[src/rtl/alu_4bit_if.sv]
// ============================================================================
// Module   : alu_4bit_if
// Brief    : Operand/result bundle between the operand muxes and the ALU.
// Revision : 1.0
// ============================================================================
`default_nettype none

interface alu_4bit_if #(
  parameter int WIDTH = 4
);
  logic [WIDTH-1:0] A;
  logic [WIDTH-1:0] B;
  logic             sel;
  logic             in_valid;
  logic [WIDTH-1:0] RES;
  logic             carry;
  logic             zero;
  logic             neg;
  logic             out_valid;

  modport master (
    output A, B, sel, in_valid,
    input  RES, carry, zero, neg, out_valid
  );

  modport slave (
    input  A, B, sel, in_valid,
    output RES, carry, zero, neg, out_valid
  );
endinterface

`default_nettype wire

[src/rtl/alu_4bit.sv]
// ============================================================================
// Module   : alu_4bit
// Brief    : Registered ADD/NAND ALU with carry, zero and sign flags.
// Revision : 1.0
// ============================================================================
`default_nettype none

module alu_4bit #(
  parameter int WIDTH = 4
) (
  input wire          clk,
  input wire          rst_n,
  alu_4bit_if.slave   bus
);

  localparam logic [WIDTH-1:0] c_ZERO   = '0;
  localparam logic             c_OP_ADD = 1'b0;

  logic [WIDTH:0]   w_sum;
  logic [WIDTH-1:0] w_nand;
  logic [WIDTH-1:0] w_res;
  logic             w_carry;

  logic [WIDTH-1:0] r_res;
  logic             r_carry;
  logic             r_zero;
  logic             r_neg;
  logic             r_out_valid;

  always_comb begin
    w_sum  = {1'b0, bus.A} + {1'b0, bus.B};
    w_nand = ~(bus.A & bus.B);
    if (bus.sel == c_OP_ADD) begin
      w_res   = w_sum[WIDTH-1:0];
      w_carry = w_sum[WIDTH];
    end else begin
      w_res   = w_nand;
      w_carry = 1'b0;
    end
  end

  // Flags are held alongside RES so they always describe the last capture.
  always_ff @(posedge clk or negedge rst_n) begin
    if (!rst_n) begin
      r_res       <= c_ZERO;
      r_carry     <= 1'b0;
      r_zero      <= 1'b0;
      r_neg       <= 1'b0;
      r_out_valid <= 1'b0;
    end else begin
      r_out_valid <= bus.in_valid;
      if (bus.in_valid) begin
        r_res   <= w_res;
        r_carry <= w_carry;
        r_zero  <= (w_res == c_ZERO);
        r_neg   <= w_res[WIDTH-1];
      end
    end
  end

  assign bus.RES       = r_res;
  assign bus.carry     = r_carry;
  assign bus.zero      = r_zero;
  assign bus.neg       = r_neg;
  assign bus.out_valid = r_out_valid;

endmodule

`default_nettype wire

[src/flat_wrapper.sv]
// flat-port wrapper written by rule: the top's interface ports become plain ports
module alu_4bit_flat 
#(
  parameter int WIDTH = 4
)
  (clk, rst_n, bus_A, bus_B, bus_sel, bus_in_valid, bus_RES, bus_carry, bus_zero, bus_neg, bus_out_valid);
  alu_4bit_if #(.WIDTH(WIDTH)) bus_i ();
  input wire clk;
  input wire rst_n;
  input wire logic [$bits(bus_i.A)-1:0] bus_A;
  input wire logic [$bits(bus_i.B)-1:0] bus_B;
  input wire logic [$bits(bus_i.sel)-1:0] bus_sel;
  input wire logic [$bits(bus_i.in_valid)-1:0] bus_in_valid;
  output wire logic [$bits(bus_i.RES)-1:0] bus_RES;
  output wire logic [$bits(bus_i.carry)-1:0] bus_carry;
  output wire logic [$bits(bus_i.zero)-1:0] bus_zero;
  output wire logic [$bits(bus_i.neg)-1:0] bus_neg;
  output wire logic [$bits(bus_i.out_valid)-1:0] bus_out_valid;
  assign bus_i.A = bus_A;
  assign bus_i.B = bus_B;
  assign bus_i.sel = bus_sel;
  assign bus_i.in_valid = bus_in_valid;
  assign bus_RES = bus_i.RES;
  assign bus_carry = bus_i.carry;
  assign bus_zero = bus_i.zero;
  assign bus_neg = bus_i.neg;
  assign bus_out_valid = bus_i.out_valid;
  alu_4bit #(.WIDTH(WIDTH)) u_core (.clk(clk), .rst_n(rst_n), .bus(bus_i));
endmodule
[config.mk]
export PLATFORM = sky130hd
export DESIGN_NAME = alu_4bit_flat
export DESIGN_NICKNAME = d
export VERILOG_FILES = /design/src/rtl/alu_4bit_if.sv /design/src/rtl/alu_4bit.sv /design/src/flat_wrapper.sv
export SDC_FILE = /design/constraint.sdc
export NUM_CORES = 1
export LEC_CHECK = 0
export ABC_AREA = 1
export CORE_AREA = 8 8 45 47
export DETAILED_ROUTE_END_ITERATION = 10
export DIE_AREA = 0 0 53 55
export PLACE_DENSITY = 0.7
export SETUP_SLACK_MARGIN = 0.3
export SLEW_MARGIN = 10
export SYNTH_ARGS = -nofsm -noshare
export SYNTH_HDL_FRONTEND = slang
export SYNTH_SLANG_ARGS = --single-unit
[constraint.sdc]
create_clock -name clk -period 1.1 [get_ports clk]
set_clock_uncertainty 0.1 [all_clocks]
set_input_delay 0.22 -clock clk [delete_from_list [all_inputs] [get_ports clk]]
set_output_delay 0.22 -clock clk [all_outputs]
set_load 0.02 [all_outputs]
# Yosys cells after proc, flatten, opt, wreduce, memory -nomap -nowiden
# Cells that the tools add are included.
word_totals:
  in_bits: 12
  output_inout_bits: 8
  word_cells: 11
  register_bits: 8
classes:
  n_addsub: 1
  mux: 2
  bitwise: 2
  n_reduce_logical: 1
ops:
  columns: ["cell", "count"]
  rows:
  - ["$add 4x4->5", 1]
  - ["$and 4x4->4", 1]
  - ["$logic_not 4->1", 1]
  - ["$mux 4", 1]
  - ["$not 4->4", 1]
  - ["$mux 1", 1]

# Depth between registers and ports, before layout
logic_depth:
  ltp_word: 4
  depth_mapped: 10
  ltp_nobuf: 10

# Worst setup path after synthesis
# Ideal clock, no wire load.
synth_timing:
  kind: "input-to-reg"
  from: "input bus_B[0]"
  to: "register u_core.r_zero, in the netlist u_core.bus.zero"
  slack_ns: -0.406
  setup_ns: 0.117
  arrival_ns: 1.289
  path_stages: 8
  n_path_buf: 0
  required_ns: 0.883
  cell_sequence: "ha_1 -> inv_1 -> fa_1 -> or2_1 -> nand3_1 -> nor2_1 -> nand3_1 -> nand2_1"
synth_via:
  elab_chain_len: 4
  word_cells_on_any_way: 5
  cone_classes: "add/sub: 1; mux: 1; bitwise: 2; reduce/logical: 1"
synth_lines:
  columns: ["element", "line", "rtl"]
  rows:
  - ["start: declaration", "flat_wrapper.sv:11", "input wire logic [$bits(bus_i.B)-1:0] bus_B;"]
  - ["parallel branches: the longest is 2 deep, another holds $add 4x4->5", null, null]
  - ["$mux 4 (*)", "alu_4bit.sv:33", "if (bus.sel == c_OP_ADD) begin"]
  - ["$logic_not 4->1 (*)", "alu_4bit.sv:55", "r_zero <= (w_res == c_ZERO);"]
  - ["end signal: assignment", "alu_4bit.sv:55", null]
  - ["end: declaration", "alu_4bit.sv:26", "logic r_zero;"]
# Every way passes the cells marked *.
# A chain may end at the register's enable or synchronous reset.

# Worst setup path in the final report
layout_timing:
  from: "input bus_A[0]"
  to: "register u_core.r_zero, in the netlist u_core.bus.zero"
layout_via:
  elab_chain_len: 4
  word_cells_on_any_way: 5
  cone_classes: "add/sub: 1; mux: 1; bitwise: 2; reduce/logical: 1"
layout_lines:
  columns: ["element", "line", "rtl"]
  rows:
  - ["start: declaration", "flat_wrapper.sv:10", "input wire logic [$bits(bus_i.A)-1:0] bus_A;"]
  - ["parallel branches: the longest is 2 deep, another holds $add 4x4->5", null, null]
  - ["$mux 4 (*)", "alu_4bit.sv:33", null]
  - ["$logic_not 4->1 (*)", "alu_4bit.sv:55", null]
# Marked as above.

==> metrics.txt <==
Worst-Margin Slew=roughly 0.30 ns; cells along the critical path=buf_8 -> ha_4 -> inv_2 -> fa_2 -> or2_1 -> nand3_2 -> nor2_1 -> nand3_1 -> nand2_1; share of the cycle needed by the critical path after routing=126%; global placement routability congestion=around 0.84; Relative slew margins=between 70% and 80%; share of the yosys chip area belonging to registers=~36%; buffer type at the clock tree root=sky130_fd_sc_hd__clkbuf_4; maximum single-stage delay on the critical path=0.42 ns; area delta synth->final=89.5%; number of vias per cell=4.65; WL/cell=around 12 microns; share of layout cells above drive strength 1=approximately 51%; highest attainable clock frequency=~720 MHz; WP buf/inv=2; I/O pins=20; max-cap violation count=0; worst skew pair latency=0.25 ns; total via count in the routed design=between 500 and 600; aggregate global-route resource usage=between 9 and 10%; Crit path required time=roughly 1.2 ns; TNS Setup=-0.816 ns; CTS sink cnt=7; post-synthesis cell area=roughly 490 sq um; CTS tree=done; pin count of the biggest net entering global routing=8; final count of negative-setup-slack endpoints=8; Slowest cell on crit path=sky130_fd_sc_hd__fa_2; Hold WC Path Type=input pin to async pin; warning count from the yosys run=0; die width=~53 microns; clock transition at the registers of the reported paths=around 0.050 ns; number of synthesized register bits=7; global-route wire length before repair=about 2.1 mm; overall power consumption=approximately 930 uW; die span in y=about 55 microns; overflow left after global routing=0; average cell area after synthesis=7.51 sq um; total number of placement rows=14; number of cells produced by synthesis=65; number of antenna violations at the first check in global routing=0; # H-tree levels=1; Peak VDD IR=about 0.34 mV; number of cells in the design after placement=110; cts bufs inserted=3; number of I/O port buffers=19; initial DRC count=10; Antenna Nets Post-Route=0; count of final hold-check violations=0; number of global-route vias before repair=roughly 520; Critical Path AT=approximately 1.4 ns; number of nets in the final layout=roughly 120; number of DRC violations after detailed routing=0; critical path peak fanout=2; failing checks=negative setup slack; Post-CTS Hold Fix Bufs=0; nature of the critical path endpoint=flip-flop; outcome=finished, violations left; number of antenna repair diodes=0; most frequent cells in the layout=sky130_fd_sc_hd__nand2_1 (15), sky130_fd_sc_hd__buf_4 (15), sky130_fd_sc_hd__buf_6 (10); Worst path top cell family by delay=adder cells; total wirelength of the detailed-routed design=1.39 mm; worst setup margin=-0.285 ns; Power Density=around 1000 nW/um^2; Cell Count, Final, Fillers Out=around 120; cell leakage power=0.000481 uW; Initial Util=35.3%; Startpoint Class=input pin; deepest clock path buffer count=2; length of the first detailed-routing pass in iterations=4; RSZ-0062 raised after global routing=true; number of distinct library cell variants in the gate-level netlist after synthesis=15; DP HPWL=1.05 mm; Net Count, Synth=83; area inside the core boundary=around 1400 sq um; Die Outline Area=2920 sq um; Final Critical Period=between 1 and 1.5 ns; layout filler cell count=between 100 and 150; worst hold slack=~0.12 ns; class of the most critical setup path=input pin to flip-flop; Final Max Tran Viols=0
## repair_timing
| action | 4_1_cts | 5_1_grt |
|---|---|---|
| buffers inserted | 1 | 4 |
| gates resized for setup | 75 | 16 |
| setup endpoints to repair | 14 | 15 |
| pin swaps | 10 | 8 |
## worst paths after layout
kind	startpoint	to	slack (ns)	depth (start not counted)
max in group asynchronous	rst_n	u_core.bus.neg	0.54	1
setup reg to reg	u_core.bus.carry	u_core.bus.carry	0.17	4
setup / recovery	bus_A[0]	u_core.bus.zero	-0.28	9
hold reg to reg	u_core.bus.zero	u_core.bus.zero	0.42	2
hold / removal	rst_n	u_core.bus.zero	0.12	1
min in group clk	bus_in_valid	u_core.bus.out_valid	0.19	2
## worst reg2reg max path, delay by kind of cell (launching register included)
kind                   cells  cell delay, ns
and+or+nand+nor            2            0.09
buffers and inverters      2            0.25
DFF                        1            0.38
## power by group
group / internal (uW) / total [uW] / switching [uW]
combinational: 212 / 394 / 181
sequential: 284 / 302 / 18.3
clock: 139 / 237 / 98.6
## cells by family (layout without fill, tap and decap cells)
kind of cell / after synthesis / in the layout / share of synthesized area (%)
adder cells (fa/ha/maj): 6 / 6 / 16.9
AO/OA/AOI/OAI: 8 / 8 / 9.23
buffers and inverters: 12 / 50 / 10.0
flip-flops: 7 / 7 / 35.9
AND/OR/NAND/NOR: 32 / 32 / 27.9
## registers in the layout, indices dropped and copies added (netlist names)
| signal | flops |
|---|---|
| u_core.bus.RES | 3 |
| u_core.bus.carry | 1 |
| u_core.bus.neg | 1 |
| u_core.bus.out_valid | 1 |
| u_core.bus.zero | 1 |
## cells in the mapped netlist (all sizes together)
library cell,number,area share (%)
inv,11,8.5
ha,5,13
nand3,11,11
fa,1,4.1
o21ai,3,3.1
buf,1,1.5
nand2,17,13
nor2,3,2.3
or2,1,1.3
dfrtp,7,36
a21oi,4,4.9
a31oi,1,1.3
## metal layers
layer  up-vias  track usage [%]  wire length, microns  part of all wire, %
li1        287                -                     -                    -
met1       247             8.81                   546                   39
met2        15             17.4                   714                   51
met3         4             2.41                    98                  7.0
met4         0             9.05                    36                  2.6
met5         -                0                     0                    0
## through the flow
step	worst slack, ns	util, %	instance area [sq um]
finish	-0.285	66.8	925
global route	-0.328	66.8	925
CTS	-0.241	61.9	857
detailed placement	-0.974	56.9	787
global placement	-0.915	56.9	787
floorplan	-0.337	-	505
## cell type report
type	instances	area [sq um]	area share, %
Multi-Input combinational cell	46	340	36.8
Inverter	11	41.3	4.47
Sequential cell	7	176	19.1
Timing Repair Buffer	35	320	34.6
Clock buffer	4	26.3	2.84
Tap cell	16	20.0	2.17
Note: power is estimated with default switching activity, not from simulation.
